<file path="src/rtl/ex_muldiv_ctrl.sv">
// EX-stage multiply/divide sequencer and HI/LO register owner.
// Ports: clk/rst, EX request + hilo_read/flush in, stall/hi/lo/busy/timeout out,
//        mul_op/mul_a/mul_b -> multiplier, mul_c/mul_done <- multiplier,
//        div_start/div_signed/div_a/div_b -> divider, div_q/div_r/div_done <- divider.
module ex_muldiv_ctrl #(
  parameter int WAIT_LIMIT = 63
) (
  input  logic        clk,
  input  logic        rst,
  input  logic        req_valid,
  input  logic [2:0]  req_op,
  input  logic [31:0] req_a,
  input  logic [31:0] req_b,
  input  logic        hilo_read,
  input  logic        flush,
  output logic        stall,
  output logic [31:0] hi,
  output logic [31:0] lo,
  output logic        busy,
  output logic        timeout,
  output logic [1:0]  mul_op,
  output logic [31:0] mul_a,
  output logic [31:0] mul_b,
  input  logic [63:0] mul_c,
  input  logic        mul_done,
  output logic        div_start,
  output logic        div_signed,
  output logic [31:0] div_a,
  output logic [31:0] div_b,
  input  logic [31:0] div_q,
  input  logic [31:0] div_r,
  input  logic        div_done
);

  localparam int CW = $clog2(WAIT_LIMIT + 1);

  localparam logic [2:0] S_IDLE  = 3'd0;
  localparam logic [2:0] S_MISS  = 3'd1;
  localparam logic [2:0] S_MWAIT = 3'd2;
  localparam logic [2:0] S_DISS  = 3'd3;
  localparam logic [2:0] S_DWAIT = 3'd4;

  localparam logic [2:0] OP_MULT  = 3'd1;
  localparam logic [2:0] OP_MULTU = 3'd2;
  localparam logic [2:0] OP_DIV   = 3'd3;
  localparam logic [2:0] OP_DIVU  = 3'd4;
  localparam logic [2:0] OP_MTHI  = 3'd5;
  localparam logic [2:0] OP_MTLO  = 3'd6;

  logic [2:0]    r_state;
  logic [31:0]   r_hi;
  logic [31:0]   r_lo;
  logic [31:0]   r_a;
  logic [31:0]   r_b;
  logic          r_signed;
  logic          r_discard;
  logic          r_timeout;
  logic [CW-1:0] r_cnt;

  logic          w_accept;
  logic          w_discard;
  logic [CW-1:0] w_cnt_nxt;
  logic          w_limit;

  assign w_accept  = (r_state == S_IDLE) & req_valid & ~flush;
  // A flush seen in the completion cycle also drops the result.
  assign w_discard = r_discard | flush;
  assign w_cnt_nxt = r_cnt + 1'b1;
  // Fires on the last permitted WAIT cycle; a done in that cycle wins.
  assign w_limit   = (w_cnt_nxt == CW'(WAIT_LIMIT));

  always_ff @(posedge clk) begin
    if (rst) begin
      r_state   <= S_IDLE;
      r_hi      <= '0;
      r_lo      <= '0;
      r_a       <= '0;
      r_b       <= '0;
      r_signed  <= 1'b0;
      r_discard <= 1'b0;
      r_timeout <= 1'b0;
      r_cnt     <= '0;
    end else begin
      r_timeout <= 1'b0;
      case (r_state)
        S_IDLE: begin
          r_discard <= 1'b0;
          if (w_accept) begin
            case (req_op)
              OP_MULT, OP_MULTU: begin
                r_a      <= req_a;
                r_b      <= req_b;
                r_signed <= (req_op == OP_MULT);
                r_state  <= S_MISS;
              end
              OP_DIV, OP_DIVU: begin
                r_a      <= req_a;
                r_b      <= req_b;
                r_signed <= (req_op == OP_DIV);
                r_state  <= S_DISS;
              end
              OP_MTHI: r_hi <= req_a;
              OP_MTLO: r_lo <= req_a;
              default: ;
            endcase
          end
        end
        S_MISS: begin
          r_discard <= w_discard;
          if (mul_done) begin
            r_cnt   <= '0;
            r_state <= S_MWAIT;
          end
        end
        S_DISS: begin
          r_discard <= w_discard;
          r_cnt     <= '0;
          r_state   <= S_DWAIT;
        end
        S_MWAIT, S_DWAIT: begin
          r_discard <= w_discard;
          if ((r_state == S_MWAIT) ? mul_done : div_done) begin
            if (!w_discard) begin
              if (r_state == S_MWAIT) begin
                r_hi <= mul_c[63:32];
                r_lo <= mul_c[31:0];
              end else begin
                r_hi <= div_r;
                r_lo <= div_q;
              end
            end
            r_discard <= 1'b0;
            r_state   <= S_IDLE;
          end else if (w_limit) begin
            r_timeout <= 1'b1;
            r_discard <= 1'b0;
            r_state   <= S_IDLE;
          end else begin
            r_cnt <= w_cnt_nxt;
          end
        end
        default: r_state <= S_IDLE;
      endcase
    end
  end

  assign busy       = (r_state != S_IDLE);
  assign stall      = busy & (req_valid | hilo_read);
  assign hi         = r_hi;
  assign lo         = r_lo;
  assign timeout    = r_timeout;
  assign mul_op     = (r_state != S_MISS) ? 2'b00 :
                      (r_signed ? 2'b10 : 2'b01);
  assign mul_a      = r_a;
  assign mul_b      = r_b;
  assign div_start  = (r_state == S_DISS);
  assign div_signed = r_signed;
  assign div_a      = r_a;
  assign div_b      = r_b;

endmodule

</file>
<file path="config.mk">
export PLATFORM = sky130hd
export DESIGN_NAME = ex_muldiv_ctrl
export DESIGN_NICKNAME = d
export VERILOG_FILES = /design/src/rtl/ex_muldiv_ctrl.sv
export SDC_FILE = /design/constraint.sdc
export NUM_CORES = 1
export LEC_CHECK = 0
export CAP_MARGIN = 10
export CORE_ASPECT_RATIO = 0.5
export CORE_MARGIN = 4
export CORE_UTILIZATION = 35
export CTS_CLUSTER_DIAMETER = 200
export DETAILED_ROUTE_END_ITERATION = 12
export DONT_BUFFER_PORTS = 1
export PLACE_DENSITY_LB_ADDON = 0.25
export SLEW_MARGIN = 20
export SYNTH_ARGS = -nofsm -noshare
export SYNTH_HDL_FRONTEND = slang
export SYNTH_SLANG_ARGS = --single-unit
</file>
<file path="constraint.sdc">
create_clock -name clk -period 1.67 [get_ports clk]
set_input_delay 0.4175 -clock clk [delete_from_list [all_inputs] [get_ports clk]]
set_output_delay 0.4175 -clock clk [all_outputs]
set_load 0.01 [all_outputs]
</file>
==> results of run 1 <==
-- Yosys cell counts, types with 2 or more instances --
cell type | count | share of area
and2_1 | 3 | 0.0028
or3_1 | 5 | 0.0047
nor2_1 | 40 | 0.023
clkbuf_1 | 39 | 0.022
and4b_1 | 2 | 0.0030
a22o_1 | 64 | 0.085
a21oi_1 | 74 | 0.056
a31oi_1 | 66 | 0.062
buf_4 | 64 | 0.073
dfxtp_1 | 140 | 0.42
mux2i_1 | 2 | 0.0030
nand2b_1 | 5 | 0.0047
nand3_1 | 5 | 0.0038
o21ai_0 | 4 | 0.0030
xor2_1 | 2 | 0.0026
a21boi_0 | 2 | 0.0023
ha_1 | 2 | 0.0038
nor3_2 | 2 | 0.0030
inv_1 | 7 | 0.0040
nand2_1 | 265 | 0.15
o21a_1 | 5 | 0.0057
or4_1 | 2 | 0.0023
a211oi_1 | 3 | 0.0034
nor4b_1 | 2 | 0.0026
nor3_1 | 2 | 0.0015
nand3b_1 | 2 | 0.0023
buf_6 | 6 | 0.010
buf_1 | 3 | 0.0017
buf_2 | 14 | 0.011
nor3b_1 | 2 | 0.0023
-- metal layers --
metal	part of all wire	up-vias
li1	-	2930
met1	0.40	3289
met2	0.48	393
met3	0.094	60
met4	0.024	0
met5	0	-
-- sequential cells by signal, indices dropped and copies added, names as in the netlist --
signal      flops
div_a          32
div_b          32
hi             32
lo             32
r_cnt           6
r_state         3
div_signed      1
r_discard       1
timeout         1
-- stage by stage --
stage | cells | hold WS, ns | cell area [um2]
final | 1136 | 0.0738 | 9330
after global placement | 1047 | 0.482 | 6880
after CTS | 1112 | 0.0456 | 8520
after floorplan | 852 | 0.461 | 6700
after detailed placement | 1047 | 0.478 | 6880
after global routing | 1136 | 0.0399 | 9330
-- repair_timing --
action,4_1_cts,5_1_grt
pin swaps,37,57
cloned,17,8
resized for setup,100,127
buffers inserted,17,20
endpoints found under the setup margin,141,144
-- cells by family after synthesis --
group	Yosys count
compound gates	229
mux	2
simple gates	343
flops	140
fa+ha+maj	2
buf+inv	133
xor+xnor	3
-- where the power goes --
group / internal [mW] / switching [mW]
Sequential: 3.47 / 0.225
Clock: 2.85 / 1.51
Combinational: 0.813 / 0.849
Total: 7.13 / 2.58
-- area by class of cell --
cell class	instances	area [um2]	area share
clock buffers	22	494	0.0530
clock inverters	9	181	0.0195
inverters	7	26.3	0.00282
multi-input cells	580	3760	0.403
flip-flops and latches	140	2820	0.302
well taps	259	324	0.0347
repair buffers	119	1730	0.185
-- worst paths after layout --
| kind | start | end | slack [ns] |
|---|---|---|---|
| worst max register to register | r_state[2]$_SDFFE_PP0P_ | div_b[5]$_SDFFE_PP0P_ | -0.25 |
| worst min register to register | r_cnt[4]$_SDFFE_PP0P_ | timeout$_SDFF_PP0_ | 0.52 |
| worst max-delay path | r_state[2]$_SDFFE_PP0P_ | div_b[5]$_SDFFE_PP0P_ | -0.25 |
| worst min-delay path | rst | div_b[22]$_SDFFE_PP0P_ | 0.07 |
-- cell usage in the layout (no fill, tap or decap), types with 4 or more instances in the layout --
cell,Yosys,routed
nand2_4,0,14
nand2b_4,0,4
a31oi_1,66,55
nand2_1,265,221
inv_1,7,6
dfxtp_1,140,135
nor2_1,40,20
nand2_2,0,30
a22o_1,64,64
bufinv_16,0,5
buf_8,0,4
a31oi_4,0,4
a21oi_1,74,30
clkbuf_8,0,5
nor2_2,0,17
a21oi_2,0,43
buf_4,64,45
a31oi_2,0,7
buf_6,6,25
buf_12,0,24
clkbuf_16,0,24
buf_16,0,13
==> results.cfg, run 1 <==
[worst_setup_path]
path_buf_inv = 3
crit_path_start_kind = flop
crit_chain = or3_4, buf_6, nor3b_4, and2_4, buf_4, buf_12, nand2_1, a21oi_2
path_max_fanout = 13
crit_family = simple AND/OR/NAND/NOR gates
slowest_stage = or3_4
cp.required_ns = 2.01
cp.depth = 8
critical_path_class = flop to flop
reg2reg_depth = 8
setup.worst_path.end_class = flop
max_stage_delay_ns = 0.41
cp.arrival_ns = 2.26

[die]
die_y_um = 105
start_util = 0.359
ios = 401
rows = 35
die_w_um = 203
coreArea_um2 = 18500
die_area_um2 = 21300

[clock_tree]
cts_max_level = 4
path_clk_slew_ns = 0.07
cts_tree = built
ctsHoldBuffers = 0
numCtsBuffers = 17
clkLatencyLatePin_ns = 0.42
cts-root-buf = clkbuf_16
clockBufferDepth = 2
cts_sinks = 140

[placed_design]
dp_slack_ns = -0.201
routabilityCongestion = 0.922
portBuffers = 0
dp_hpwl_mm = 17.1

[detailed_routing]
dr.pass1.iters = 5
drtIter0Drc = 552
viasPerCell = 5.87
ant_nets = 0
wl_per_cell_um = 25.5
routed_wl_mm = 29.0
route.detailed.drc = 0
vias = 6672

[min_path]
min_path_cells = 1
hp-class = input pin to flop

[status]
outcome = finished, violations left
violations = negative setup slack

[sta]
clock_skew_ns = 0.0107
fin_crit_sh = 1.15
worst_slew_pin_slew_ns = 0.364
hold_viol_final = 0
setup_violations = 144
fmax_mhz = 521
finalWorstSetupSlack_ns = -0.248
period_minus_slack_ns = 1.92
rsz0062_at_grt = true
final_max_slew_viol_count = 0
setup_tns_ns = -22.67
slew_headroom = 0.751

[logic_synthesis]
yosys_warnings = 0
synth_top_family_by_area = compound AO/OA/AOI/OAI gates
synthMuxAreaShare = 0.00302
synth_cell_types = 48
ys_async_sr_fraction = 0
synth-edff-count = 0
avgSynthCellArea_um2 = 7.78
syn_nets = 1056
yosys.area_share.simple = 0.215
synth_flop_cell = dfxtp_1
synthXorXnorAreaFrac = 0.00397
ys_ff_latch = 140
synthAdderAreaFrac = 0.00378
synth_compound_area_frac = 0.230
ys_seq_area_frac = 0.423
synth_cells = 852
synth_area_um2 = 6630

[layout]
postLayoutCoreUtil = 0.505
fillers = 1704
drive_above_1_share = 0.348
nets = 1069
area_growth_pct = 40.8
antenna_cells = 0

[grt]
grt_pass1_vias = 6252
grt_max_degree = 77
grt_pass1_wl_mm = 39.1
antenna_found_initial = 0
met3_usage = 0.0802
gr-total-overflow = 0
grtUsageMet2 = 0.404
use_met1 = 0.299
grt_usage = 0.240
grt-busiest-layer = met2

[power_and_ir_drop]
leakagePower_nw = 3.50
p_total_mw = 9.71
power.density_nw_per_um2 = 1040
ir_drop_mv = 0.641

[flow_run]
maxCapViolCount = 0
Note: power is estimated with default switching activity, not from simulation.
==> inputs of run 2 (changes only) <==
==> constraint.sdc (replaced) <==
create_clock -name clk -period 1.67 [get_ports clk]
set_input_delay 0.334 -clock clk [delete_from_list [all_inputs] [get_ports clk]]
set_output_delay 0.334 -clock clk [all_outputs]
set_load 0.01 [all_outputs]
==> results.cfg, run 2 (synthesized netlist as in run 1, its figures left out) <==
[die]
rows = 35
die_y_um = 105
ios = 401
die_area_um2 = 21300
start_util = 0.359
die_w_um = 203
coreArea_um2 = 18500

[layout]
layout_commonest_cell = nand2_1
area_growth_pct = 21.3
drive_above_1_share = 0.209
stdcell_area_um2 = 8040
final_cell_mix = nand2_1 (259), dfxtp_1 (134), a31oi_1 (66)
postLayoutCoreUtil = 0.435
nets = 1029
instances_no_fill = 1097
antenna_cells = 0

[grt]
grt_usage = 0.218
grt_pass1_vias = 6019
antenna_found_initial = 0
grt_max_degree = 77
grt_pass1_wl_mm = 36.3
gr-total-overflow = 0

[sta]
rsz0062_at_grt = true
hold_viol_final = 17
clock_skew_ns = 0.0125
final_max_slew_viol_count = 0
whs_ns = -0.0156
setup_violations = 141
period_minus_slack_ns = 1.82
finalWorstSetupSlack_ns = -0.145
fin_crit_sh = 1.09
setup_tns_ns = -11.44
fmax_mhz = 551
slew_headroom = 0.721
worst_slew_pin_slew_ns = 0.415

[detailed_routing]
dr.pass1.iters = 6
routed_wl_mm = 24.9
drtIter0Drc = 556
ant_nets = 0
route.detailed.drc = 0
wl_per_cell_um = 22.7
viasPerCell = 5.68
vias = 6226

[placed_design]
dp_hpwl_mm = 16.9
portBuffers = 0
place_inst = 1047
routabilityCongestion = 0.921
placed_cell_area_um2 = 6880

[worst_setup_path]
path_max_fanout = 25
cp.arrival_ns = 2.12
critical_path_class = flop to flop
setup.worst_path.end_class = flop
crit_path_start_kind = flop
cp.required_ns = 1.98
timing.rr.start = r_state[0]$_SDFFE_PP0P_
startpoint = r_state[0]$_SDFFE_PP0P_

[power_and_ir_drop]
leakagePower_nw = 2.98
ir_drop_mv = 0.602
power.density_nw_per_um2 = 1100
p_total_mw = 8.82

[clock_tree]
cts_sinks = 140
clockBufferDepth = 2
cts-root-buf = clkbuf_16
numCtsBuffers = 17
path_clk_slew_ns = 0.06
cts_max_level = 4
clkLatencyLatePin_ns = 0.42
cts_tree = built

[min_path]
hp-start = rst
hp-class = input pin to flop

[status]
outcome = finished, violations left
violations = negative hold slack, negative setup slack

[flow_run]
maxCapViolCount = 0
==> run 2: cell type report <==
type	count	area [um2]
clock inverter	13	166
multi-input combinational	580	3330
clock buffer	19	443
timing repair buffer	79	930
sequential	140	2820
inverter	7	26.3
fill	1860	10400
tap	259	324
==> run 2: final timing paths <==
kind	endpoint	slack, ns	cells after the start
setup / recovery	div_b[5]$_SDFFE_PP0P_	-0.15	8
hold / removal	div_b[26]$_SDFFE_PP0P_	-0.02	1
setup reg to reg	div_b[5]$_SDFFE_PP0P_	-0.15	8
hold reg to reg	timeout$_SDFF_PP0_	0.52	2
==> run 2: metal layers <==
layer | GRT usage | routed length [um] | up-vias
met5 | 0 | 0 | -
met4 | 0.0658 | 493 | 0
met1 | 0.282 | 10500 | 3037
met2 | 0.358 | 11800 | 330
met3 | 0.0615 | 2050 | 38
li1 | - | - | 2821
==> run 2: through the flow <==
step / setup WS (ns) / hold WS (ns)
finish: -0.145 / -0.0156
global route: -0.204 / -0.0428
CTS: -0.156 / -0.0502
detailed placement: -0.179 / 0.411
global placement: -0.149 / 0.410
floorplan: -0.0894 / 0.461
==> run 2: power by group <==
| part | total, mW | switching, mW | internal (mW) | leakage (nW) |
|---|---|---|---|---|
| combinational | 1.17 | 0.659 | 0.512 | 1.55 |
| clock | 3.96 | 1.56 | 2.40 | 0.290 |
| sequential | 3.69 | 0.223 | 3.47 | 1.14 |
| total | 8.82 | 2.44 | 6.38 | 2.98 |
==> run 2: worst max-delay path, cell delays in order, from the launching register on <==
cell	delay (ns)
dfxtp_4	0.36
or3_4	0.42
buf_6	0.14
nor3b_4	0.18
buf_4	0.15
nand2_2	0.09
clkbuf_16	0.22
nand2_1	0.10
a21oi_2	0.05
==> run 2: repair_timing <==
action                     in CTS  in global routing
cloned                          4                  2
resized for setup              35                 51
setup buffers                   8                  5
setup endpoints to repair     141                143
hold endpoints to repair       72                 72
pin swaps                       6                 10
==> inputs of run 3 (changes only) <==
Settings changed: CTS_CLUSTER_SIZE set to 24.
==> results of run 3 <==
Final layout, timing and power as in run 2 (identical DEF).
